$ cat config.mk
export PLATFORM = sky130hd
export DESIGN_NAME = bus_ctrl
export DESIGN_NICKNAME = d
export VERILOG_FILES = /design/src/rtl/bus_pkg.sv /design/src/rtl/bus_ctrl_clken_gen.sv /design/src/rtl/bus_ctrl.sv
export SDC_FILE = /design/constraint.sdc
export NUM_CORES = 1
export LEC_CHECK = 0
export ABC_AREA = 1
export CAP_MARGIN = 20
export CELL_PAD_IN_SITES_DETAIL_PLACEMENT = 0
export CELL_PAD_IN_SITES_GLOBAL_PLACEMENT = 1
export CORE_ASPECT_RATIO = 0.5
export CORE_MARGIN = 1
export CORE_UTILIZATION = 29
export CTS_CLUSTER_DIAMETER = 40
export DETAILED_ROUTE_END_ITERATION = 7
export PLACE_DENSITY = 0.83
export SYNTH_ARGS = -nofsm -noshare
export SYNTH_HDL_FRONTEND = slang
export SYNTH_SLANG_ARGS = --single-unit
$ cat constraint.sdc
create_clock -name clk25 -period 1.55 [get_ports clk25]
set_input_delay 0.31 -clock clk25 [delete_from_list [all_inputs] [get_ports clk25]]
set_output_delay 0.31 -clock clk25 [all_outputs]
set_load 0.02 [all_outputs]
$ cat src/rtl/bus_pkg.sv
// Shared definitions for the 6502 bus controller: default address map,
// device indices and the controller state encoding.
package bus_pkg;

  // Default address map (base / compare mask pairs)
  localparam logic [15:0] RAM_BASE   = 16'h0000;
  localparam logic [15:0] RAM_MASK   = 16'hE000;
  localparam logic [15:0] UART_BASE  = 16'hD010;
  localparam logic [15:0] UART_MASK  = 16'hFFFC;
  localparam logic [15:0] BASIC_BASE = 16'hE000;
  localparam logic [15:0] BASIC_MASK = 16'hF000;
  localparam logic [15:0] ROM_BASE   = 16'hFF00;
  localparam logic [15:0] ROM_MASK   = 16'hFF00;

  // Device slot of each region in the packed DEV_* vectors
  localparam int DEV_RAM   = 0;
  localparam int DEV_UART  = 1;
  localparam int DEV_BASIC = 2;
  localparam int DEV_ROM   = 3;

  // Controller state: RST while the core is held in reset, RUN for normal
  // accesses, WAIT while a slow device stretches the current access.
  typedef enum logic [1:0] {
    RST  = 2'd0,
    RUN  = 2'd1,
    WAIT = 2'd2
  } bus_state_e;

endpackage

$ cat src/rtl/bus_ctrl_clken_gen.sv
// Free-running clock-enable generator: one-clock tick every CLK_DIV clocks.
// Shared by the CPU bus controller, video timing and UART baud logic.
module clken_gen #(
  parameter int CLK_DIV = 25
) (
  input  logic clk,
  input  logic rst_n,
  output logic tick
);

  localparam int            CW   = (CLK_DIV > 2) ? $clog2(CLK_DIV) : 1;
  localparam logic [CW-1:0] LAST = CW'(CLK_DIV - 1);

  logic [CW-1:0] count_q;
  logic [CW-1:0] count_d;

  // Next divider count: 0..CLK_DIV-1 then wrap
  always_comb begin
    count_d = count_q;
    if (count_q == LAST) begin
      count_d = {CW{1'b0}};
    end else begin
      count_d = count_q + CW'(1'b1);
    end
  end

  // Divider counter register
  always_ff @(posedge clk or negedge rst_n) begin
    if (!rst_n) begin
      count_q <= {CW{1'b0}};
    end else begin
      count_q <= count_d;
    end
  end

  assign tick = (count_q == LAST);

endmodule

$ cat src/rtl/bus_ctrl.sv
// 6502 bus controller: CPU clock enable, power-up reset, registered bus
// capture, N-way address decode with per-device wait states, and the
// registered read-data mux.
module bus_ctrl
  import bus_pkg::*;
#(
  parameter int                    CLK_DIV   = 25,
  parameter int                    RST_TICKS = 63,
  parameter int                    NUM_DEV   = 4,
  parameter logic [NUM_DEV*16-1:0] DEV_BASE  = {ROM_BASE, BASIC_BASE, UART_BASE, RAM_BASE},
  parameter logic [NUM_DEV*16-1:0] DEV_MASK  = {ROM_MASK, BASIC_MASK, UART_MASK, RAM_MASK},
  parameter logic [NUM_DEV*2-1:0]  DEV_WAIT  = {2'd0, 2'd1, 2'd0, 2'd0}
) (
  input  logic                 clk25,
  input  logic                 rst_n,
  input  logic [15:0]          cpu_ab,
  input  logic [7:0]           cpu_do,
  input  logic                 cpu_we,
  output logic                 cpu_rdy,
  output logic                 cpu_reset,
  output logic [7:0]           cpu_di,
  output logic [15:0]          bus_ab,
  output logic [7:0]           bus_dout,
  output logic                 bus_we,
  output logic                 bus_stb,
  output logic [NUM_DEV-1:0]   dev_cs,
  input  logic [NUM_DEV*8-1:0] dev_din
);

  localparam logic [7:0] RST_LAST = 8'(RST_TICKS - 1);

  bus_state_e   state_q, state_d;
  logic [7:0]   rst_cnt_q, rst_cnt_d;
  logic [1:0]   wait_cnt_q, wait_cnt_d;
  logic         cpu_reset_q, cpu_reset_d;
  logic [7:0]   cpu_di_q, cpu_di_d;
  logic [15:0]  bus_ab_q, bus_ab_d;
  logic [7:0]   bus_dout_q, bus_dout_d;
  logic         bus_we_q, bus_we_d;
  logic         bus_stb_q, bus_stb_d;

  logic               tick_s;
  logic               rdy_s;
  logic [NUM_DEV-1:0] cs_s;
  logic               hit_any_s;
  logic [7:0]         rdata_s;
  logic [1:0]         dev_wait_s;

  clken_gen #(
    .CLK_DIV (CLK_DIV)
  ) u_clken (
    .clk   (clk25),
    .rst_n (rst_n),
    .tick  (tick_s)
  );

  // The core advances on every tick except while a slow device stretches the access
  assign rdy_s = tick_s & (state_q != WAIT);

  // Priority address decode of the captured address: lowest index wins
  always_comb begin
    cs_s       = {NUM_DEV{1'b0}};
    hit_any_s  = 1'b0;
    rdata_s    = 8'hFF;
    dev_wait_s = 2'd0;
    for (int i = 0; i < NUM_DEV; i++) begin
      if (!hit_any_s && ((bus_ab_q & DEV_MASK[16*i +: 16]) == DEV_BASE[16*i +: 16])) begin
        cs_s[i]    = 1'b1;
        hit_any_s  = 1'b1;
        rdata_s    = dev_din[8*i +: 8];
        dev_wait_s = DEV_WAIT[2*i +: 2];
      end else begin
        cs_s[i]    = 1'b0;
      end
    end
  end

  // Next-state logic: reset sequencing, bus capture and wait-state stretching
  always_comb begin
    state_d     = state_q;
    rst_cnt_d   = rst_cnt_q;
    wait_cnt_d  = wait_cnt_q;
    cpu_reset_d = cpu_reset_q;
    cpu_di_d    = cpu_di_q;
    bus_ab_d    = bus_ab_q;
    bus_dout_d  = bus_dout_q;
    bus_we_d    = bus_we_q;
    bus_stb_d   = 1'b0;
    case (state_q)
      RST: begin
        if (tick_s) begin
          rst_cnt_d = rst_cnt_q + 8'd1;
          if (rst_cnt_q == RST_LAST) begin
            state_d     = RUN;
            cpu_reset_d = 1'b0;
          end else begin
            state_d     = RST;
          end
        end else begin
          state_d = RST;
        end
      end
      RUN: begin
        if (rdy_s) begin
          // Closing edge of the previous access doubles as capture of the next
          bus_ab_d   = cpu_ab;
          bus_dout_d = cpu_do;
          bus_we_d   = cpu_we;
          cpu_di_d   = rdata_s;
          bus_stb_d  = 1'b1;
        end else if (bus_stb_q && (dev_wait_s != 2'd0)) begin
          wait_cnt_d = dev_wait_s;
          state_d    = WAIT;
        end else begin
          state_d    = RUN;
        end
      end
      WAIT: begin
        if (tick_s) begin
          wait_cnt_d = wait_cnt_q - 2'd1;
          // A counter of zero here is corrupt; release the bus rather than stall
          if (wait_cnt_q <= 2'd1) begin
            state_d = RUN;
          end else begin
            state_d = WAIT;
          end
        end else begin
          state_d = WAIT;
        end
      end
      default: begin
        state_d     = RST;
        rst_cnt_d   = 8'd0;
        wait_cnt_d  = 2'd0;
        cpu_reset_d = 1'b1;
      end
    endcase
  end

  // Controller and bus registers
  always_ff @(posedge clk25 or negedge rst_n) begin
    if (!rst_n) begin
      state_q     <= RST;
      rst_cnt_q   <= 8'd0;
      wait_cnt_q  <= 2'd0;
      cpu_reset_q <= 1'b1;
      cpu_di_q    <= 8'hFF;
      bus_ab_q    <= 16'h0000;
      bus_dout_q  <= 8'h00;
      bus_we_q    <= 1'b0;
      bus_stb_q   <= 1'b0;
    end else begin
      state_q     <= state_d;
      rst_cnt_q   <= rst_cnt_d;
      wait_cnt_q  <= wait_cnt_d;
      cpu_reset_q <= cpu_reset_d;
      cpu_di_q    <= cpu_di_d;
      bus_ab_q    <= bus_ab_d;
      bus_dout_q  <= bus_dout_d;
      bus_we_q    <= bus_we_d;
      bus_stb_q   <= bus_stb_d;
    end
  end

  assign cpu_rdy   = rdy_s;
  assign cpu_reset = cpu_reset_q;
  assign cpu_di    = cpu_di_q;
  assign bus_ab    = bus_ab_q;
  assign bus_dout  = bus_dout_q;
  assign bus_we    = bus_we_q & hit_any_s;
  assign bus_stb   = bus_stb_q;
  assign dev_cs    = cs_s;

endmodule

==> results of run 1 <==
[cells in the mapped netlist, types with 2 or more instances]
master	n	share of area, %
inv_2	3	0.39
ha_1	9	3.9
dfrtp_1	43	37
nand3_1	29	5.0
a21oi_1	7	1.2
xor2_1	2	0.60
nor2_1	45	5.8
inv_1	55	7.1
nand2_1	145	19
buf_2	3	0.52
o21ai_1	4	0.69
nor2_4	2	0.78
or2_2	4	0.86
buf_4	4	1.0
dfstp_2	9	8.2
nand4_1	3	0.65
nand3b_1	4	1.0
clkbuf_1	2	0.26
o22ai_1	4	0.86
o21ai_0	11	1.9
[area by class of cell]
cell class / instances / area (um2)
clock buffer: 7 / 143
clock inverter: 1 / 8.76
fill: 920 / 4430
inverter: 58 / 230
multi-input combinational: 279 / 1610
sequential: 52 / 1320
tap: 135 / 169
timing repair buffer: 174 / 1660
[tightest hold or removal path: cells and delay by family (launching register included)]
kind	cells	cell delay, ns
DFF	1	0.37
and+or+nand+nor	2	0.09
[flip-flops by register name, summed over array words and instances (netlist names)]
name / cells
bus_stb: 1
cpu_di: 8
cpu_reset: 1
state_q: 2
bus_dout: 8
u_clken.count_q: 5
rst_cnt_q: 8
bus_ab: 16
bus_we_q: 1
wait_cnt_q: 2
[cell usage in the layout (no fill, tap or decap), types with 13 or more instances in the layout]
master	instances
nand2_2	18
inv_1	46
dlygate4sd2_1	30
buf_4	55
dfrtp_1	40
nand2_1	121
nor2_1	29
clkdlybuf4s50_1	57
nor2_2	13
buf_6	17
nand3_1	21
[where the power goes]
group,internal [mW],switching (mW),leakage (nW)
Combinational,0.151,0.0744,1.75
Clock,0.648,0.516,0.0741
Sequential,1.36,0.00195,0.550
[cells by family (layout without fill, tap and decap cells)]
kind of cell | Yosys count | after routing | share of synthesized area, %
AOI/OAI and AO/OA | 27 | 28 | 4.96
adders and majority gates | 9 | 9 | 3.88
xor gates and xnor gates | 2 | 2 | 0.604
buffers and inverters | 68 | 240 | 9.71
and+or+nand+nor | 240 | 240 | 35.6
DFF | 52 | 52 | 45.3
[per-layer routing]
metal / vias up / GRT usage [%] / wire (um)
li1: 1574 / - / -
met1: 1435 / 21.3 / 4080
met2: 26 / 29.6 / 4610
met3: 7 / 3.22 / 206
met4: 0 / 4.96 / 91
met5: - / 0 / 0
[metrics by stage]
| stage | setup TNS [ns] | std cells | hold slack, ns |
|---|---|---|---|
| floorplan | 0 | 398 | 0.0144 |
| global placement | -2.89 | 678 | 0.288 |
| detailed placement | -3.46 | 678 | 0.286 |
| CTS | -0.752 | 695 | 0.466 |
| global route | -1.65 | 706 | 0.473 |
| finish | -0.725 | 706 | 0.457 |
[worst min-delay path by stage]
stage | from | to | slack, ns | depth (start not counted)
after global placement | rst_n | bus_ab[9]$_DFFE_PN0P_ | 0.29 | 1
after global routing | cpu_di[1]$_DFFE_PN1P_ | cpu_di[1]$_DFFE_PN1P_ | 0.47 | 2
after floorplan | rst_n | bus_ab[0]$_DFFE_PN0P_ | 0.01 | 0
after CTS | cpu_di[1]$_DFFE_PN1P_ | cpu_di[1]$_DFFE_PN1P_ | 0.47 | 2
after detailed placement | rst_n | bus_ab[9]$_DFFE_PN0P_ | 0.29 | 1
final | cpu_di[1]$_DFFE_PN1P_ | cpu_di[1]$_DFFE_PN1P_ | 0.46 | 2
[timing repair]
item                                    4_1_cts  5_1_grt
resized for setup                           101       77
cloned                                        1        2
endpoints found under the setup margin       66       51
buffers inserted                             14       11
pin swaps                                    15       30
endpoints found under the hold margin         7        0
hold buffers                                  1        0
==> metrics, run 1 <==
number of distinct library cell variants in the gate-level netlist after synthesis 30; Seq cells post-synth 52; netlist area before placement 0.00290 mm2; number of buffers created by CTS 5; headroom to the max-slew limit a little under 70%; longest individual stage delay on the worst path 0.39 ns; drt first-iter violations 88; Final Routed Wirelength 8.99 mm; via count of the first global-routing pass around 2,800; floorplan row count 25; max-slew violations 0; Max Buffers Root-to-Sink 2; mean instance size in the synthesized netlist 7.28 um2; slowest stage cell, crit path dfrtp_1; leftover overflow at the end of global routing 0; antenna violations before repair 0; DP Wirelength between 6 and 7 mm; count of TritonRoute iterations in the first routing pass 4; TritonCTS clock tree built; count of buffering cells on the critical path with inverters included 2; cell depth of the worst setup path 5; post-detailed-route count of antenna-violating nets 0; run status finished, violations left; Critical Path End dev_cs[1]; Hold Violations, Final 0; via count normalized by instance count 4.31; CTS Sinks 52; setup slack after placement -0.436 ns; Setup violations, final 6; post-layout min period 1.76 ns; Placed Area roughly 0.0045 mm2; maximum achievable frequency around 570 MHz; classification of the worst-slack hold path register to register; count of cells along the worst register-to-register path 10; areal power density over the cells 536 mW/mm2; Final #Nets between 600 and 700; flip-flop cell with the highest count after synthesis dfrtp_1; Net Count, Synth 466; overall power consumption 2.76 mW; unrepaired setup endpoints after global routing true; slack of the critical path -0.212 ns; maxcap violations 0; final routed wire length divided by cell count 12.7 um; starting utilization of the core area 30.3%; DRC Markers 0; signed area change from the synthesized netlist to the final layout 77.4%; number of flops mapped to enable cells by yosys 0; startpoint of the most critical setup path bus_ab[9]$_DFFE_PN0P_; Crit. End Element output pin; Setup CP Type register to output pin; CTS clock-pin slew for the worst setup and hold paths 0.07 ns; Async S/R FF share, synth 100%; CP most frequent cell buf_4; number of levels in the clock H-tree 2; Clock Root Buffer clkbuf_16; warning count from the yosys run 0; GRT Overall Usage 16.8%; wire length of the first global-routing pass 13.4 mm; Util after Layout 53.7%; total number of vias 3,042; number of port buffers 98; portion of the clock cycle consumed by the worst path in the final layout 114%; critical path peak fanout 2; Least-Margin Pin Slew 0.463 ns; last weighted congestion value of the routability-driven placer 0.789; Ports 99; floorplan die area 0.0104 mm2; leakage power total 2.37 nW; startpoint of the worst-slack reg-to-reg timing path u_clken.count_q[0]$_DFF_PN0_; proportion of layout cells with a drive suffix above 1 32.9%; gate count after technology mapping 398; worst path cell trace nor2_2 -> buf_4 -> nand2_4 -> nor4_4 -> buf_4; reg-to-reg endpoint bus_ab[1]$_DFFE_PN0P_; register-to-register setup slack 0.01 ns; die outline height 72.7 um; antenna cell count 0; core area approximately 0.0096 mm2; Top Family by Delay on Critical Path simple AND/OR/NAND/NOR gates; maximum resistive drop on vdd around 0.42 mV; Critical Path RT between 1 and 1.5 ns; violated checks negative setup slack; pin count of the biggest net entering global routing 25; critical path startpoint category register; final design instance area without fill 0.00514 mm2; arrival time of data at the critical path endpoint 1.45 ns; clock latency at the later pin of the worst-skew pair about 0.29 ns; Horiz. Die Dim 143 um; sequential area share after synthesis 45.3%; Fin Clk Skew 0.00571 ns
(Power assumes the default switching activity.)
==> run 2, diff against run 1 <==
--- a/config.mk
+++ b/config.mk
@@ -15,6 +15,7 @@
 export CTS_CLUSTER_DIAMETER = 40
 export DETAILED_ROUTE_END_ITERATION = 7
 export PLACE_DENSITY = 0.83
+export SLEW_MARGIN = 20
 export SYNTH_ARGS = -nofsm -noshare
 export SYNTH_HDL_FRONTEND = slang
 export SYNTH_SLANG_ARGS = --single-unit
==> results of run 2 <==
Same layout as run 1: the final DEF is identical, and so are final timing and power.
==> run 3, diff against run 2 <==
--- a/config.mk
+++ b/config.mk
@@ -11,10 +11,10 @@
 export CELL_PAD_IN_SITES_GLOBAL_PLACEMENT = 1
 export CORE_ASPECT_RATIO = 0.5
 export CORE_MARGIN = 1
-export CORE_UTILIZATION = 29
+export CORE_UTILIZATION = 25
 export CTS_CLUSTER_DIAMETER = 40
 export DETAILED_ROUTE_END_ITERATION = 7
-export PLACE_DENSITY = 0.83
+export PLACE_DENSITY = 0.74
 export SLEW_MARGIN = 20
 export SYNTH_ARGS = -nofsm -noshare
 export SYNTH_HDL_FRONTEND = slang
==> run 3 against run 2 <==
  * The run still ends with negative setup slack left
  * Final cell count up 1.4%
  * Critical path depth up 3
  * Final area is 5.7% higher
  * First-iteration DRC count increased by 18%
  * Wire length is 7.7% higher
  * Sequential power barely moved
  * Maximum frequency is 0.18% higher
  * Register-to-register slack worse by 0.04 ns
  * Sequential share of layout area shrank 1.4 points
  * Die area increased by 16%
  * Flip-flop and latch count unchanged
  * Critical path type unchanged
  * Critical endpoint is now bus_we
  * Largest power group unchanged
  * Highest routed layer unchanged
==> metrics, run 3 (synthesized netlist as in run 1, its figures left out) <==
DP Wirelength 6.32 mm (-2.4%); Least-Margin Pin Slew 0.328 ns (-0.135 ns); leftover overflow at the end of global routing 0 (unchanged); core area 0.0111 mm2 (+16%); worst path cell trace nor2_1 -> nand2_1 -> nor2_4 -> nand2_2 -> nand3_2 -> o21ai_2 -> inv_2 -> buf_6; DRC Markers 0 (unchanged); critical path peak fanout 2 (unchanged); post-layout min period 1.76 ns (-0.00309 ns); reg-to-reg endpoint bus_ab[2]$_DFFE_PN0P_; GRT Overall Usage 16.0% (-0.86 points); Setup CP Type register to output pin; Final Routed Wirelength 9.68 mm (+7.7%); Placed Area 0.00448 mm2 (-0.17%); post-detailed-route count of antenna-violating nets 0 (unchanged); overall power consumption 2.95 mW (+7.2%); power share of the combinational group 7.9% (-0.3 points); setup slack after placement -0.437 ns (-0.00108 ns); floorplan die area 0.0121 mm2 (+16%); TritonCTS clock tree built; pin count of the biggest net entering global routing 42 (+68%); portion of the clock cycle consumed by the worst path in the final layout 113% (-0.20 points); fraction of power consumed by the clock network 45.9% (+3.7 points); number of port buffers 98 (unchanged); via count normalized by instance count 4.25 (-1.4%); violated checks negative setup slack; Fin Clk Skew 0.00823 ns (+0.00252 ns); count of TritonRoute iterations in the first routing pass 4 (unchanged); via count of the first global-routing pass 2,928 (+2.9%); longest individual stage delay on the worst path 0.39 ns (about the same); startpoint of the worst-slack reg-to-reg timing path u_clken.count_q[0]$_DFF_PN0_; filler instances 1,075 (+17%); number of flip-flops in the largest register 16 (unchanged); sequential cell fraction of total power 46.2% (-3.4 points); unrepaired setup endpoints after global routing true; wire length of the first global-routing pass 14.9 mm (+12%); Critical Path RT 1.24 ns (about the same); leakage power total 2.49 nW (+4.9%); P_sw 0.631 mW (+6.5%); signed area change from the synthesized netlist to the final layout 87.5%; drt first-iter violations 104 (+18%); internal power 2.32 mW (+7.4%); slowest stage cell, crit path dfrtp_1; critical path startpoint category register; classification of the worst-slack hold path input pin to asynchronous set/reset pin; Util after Layout 48.8% (-5.0 points); antenna cell count 0 (unchanged); die outline height 78.1 um (+7.5%); most common cell after layout, fill and taps aside nand2_1; Clock Root Buffer clkbuf_16; Setup violations, final 23 (+17); slack of the critical path -0.209 ns (+0.00309 ns); maxcap violations 0 (unchanged); Horiz. Die Dim 154 um (+7.6%); maximum achievable frequency 569 MHz (+0.18%); Top Family by Delay on Critical Path simple AND/OR/NAND/NOR gates; count of buffering cells on the critical path with inverters included 2 (unchanged); number of buffers created by CTS 5 (unchanged); arrival time of data at the critical path endpoint 1.45 ns (about the same); Ports 99 (unchanged); Crit. End Element output pin; run status finished, violations left; clock latency at the later pin of the worst-skew pair 0.30 ns (about the same); Final #Nets 638 (unchanged); headroom to the max-slew limit 78.0% (+8.9 points); maximum resistive drop on vdd 0.496 mV (+19%); CTS clock-pin slew for the worst setup and hold paths 0.07 ns (about the same); final design instance area without fill 0.00544 mm2 (+5.7%); starting utilization of the core area 26.0% (-4.3 points); CTS Sinks 52 (unchanged); areal power density over the cells 543 mW/mm2 (+1.4%); max-slew violations 0 (unchanged); Switching Fraction 21.3% (-0.14 points); total number of vias 3,043 (+0.033%); count of cells along the worst register-to-register path 10 (unchanged); most frequent cells in the layout nand2_1, clkdlybuf4s50_1, buf_4; register-to-register setup slack -0.03 ns (-0.04 ns); proportion of layout cells with a drive suffix above 1 38.4% (+5.4 points); floorplan row count 27 (+8.0%); last weighted congestion value of the routability-driven placer 0.811 (+2.7%); Hold Violations, Final 0 (unchanged); number of levels in the clock H-tree 2 (unchanged); antenna violations before repair 0 (unchanged); final routed wire length divided by cell count 13.5 um (+6.2%); Max Buffers Root-to-Sink 2 (unchanged)
run 3: cell types whose count changed in the layout (fill, tap and decap cells not counted), moves of 5 or more:
cell / change
nand2_2: +21
nand2_4: +12
o21ai_1: +5
o21ai_0: -8
nor2_2: -5
nand2_1: -33
run 3: power groups by stage:
stage / logic (mW) / registers, mW / clock network (mW)
finish: 0.233 / 1.37 / 1.36
global route: 0.252 / 1.37 / 1.44
CTS: 0.225 / 1.37 / 1.39
detailed placement: 0.217 / 1.39 / 0
global placement: 0.218 / 1.39 / 0
floorplan: 0.0196 / 1.40 / 0
run 3: area by class of cell:
class | count | area [um2] | share of cell area [%]
Multi-Input combinational cell | 279 | 1780 | 32.7
Inverter | 58 | 233 | 4.28
Clock buffer | 6 | 139 | 2.55
Tap cell | 145 | 181 | 3.34
Clock inverter | 2 | 38.8 | 0.713
Timing Repair Buffer | 174 | 1750 | 32.2
Sequential cell | 52 | 1320 | 24.2
run 3: worst max path at each step:
| stage | startpoint | cells past startpoint | slack, ns | end |
|---|---|---|---|---|
| after CTS | bus_ab[3]$_DFFE_PN0P_ | 5 | -0.22 | dev_cs[1] |
| after global placement | bus_ab[8]$_DFFE_PN0P_ | 5 | -0.40 | dev_cs[1] |
| after detailed placement | bus_ab[10]$_DFFE_PN0P_ | 8 | -0.44 | bus_we |
| after floorplan | u_clken.count_q[0]$_DFF_PN0_ | 10 | 0.007 | state_q[0]$_DFFE_PN0N_ |
| final | bus_ab[13]$_DFFE_PN0P_ | 8 | -0.21 | bus_we |
| after global routing | bus_ab[10]$_DFFE_PN0P_ | 8 | -0.30 | bus_we |
run 3: what timing repair did:
action | 4_1_cts | 5_1_grt
hold buffers | 1 | 0
setup buffers | 11 | 5
endpoints found under the hold margin | 10 | 0
pin swaps | 16 | 26
resized for setup | 143 | 92
setup endpoints to repair | 78 | 53
gates cloned | 5 | 4
run 3: metrics by stage:
| stage | hold WS [ns] | cells | TNS (ns) |
|---|---|---|---|
| 2_1_floorplan | 0.0144 | 398 | 0 |
| 3_3_place_gp | 0.219 | 687 | -2.04 |
| 3_5_place_dp | 0.222 | 687 | -2.58 |
| 4_1_cts | 0.436 | 710 | -2.04 |
| 5_1_grt | 0.455 | 716 | -4.06 |
| 6_report | 0.426 | 716 | -0.798 |
run 3: layer usage:
| layer | vias up | wire (um) | global-route usage [%] | part of all wire (%) |
|---|---|---|---|---|
| met5 | - | 0 | 0 | 0 |
| met4 | 0 | 129 | 3.66 | 1.3 |
| met3 | 10 | 361 | 3.64 | 3.7 |
| met2 | 37 | 4660 | 27.4 | 48 |
| met1 | 1426 | 4530 | 20.6 | 47 |
| li1 | 1570 | - | - | - |
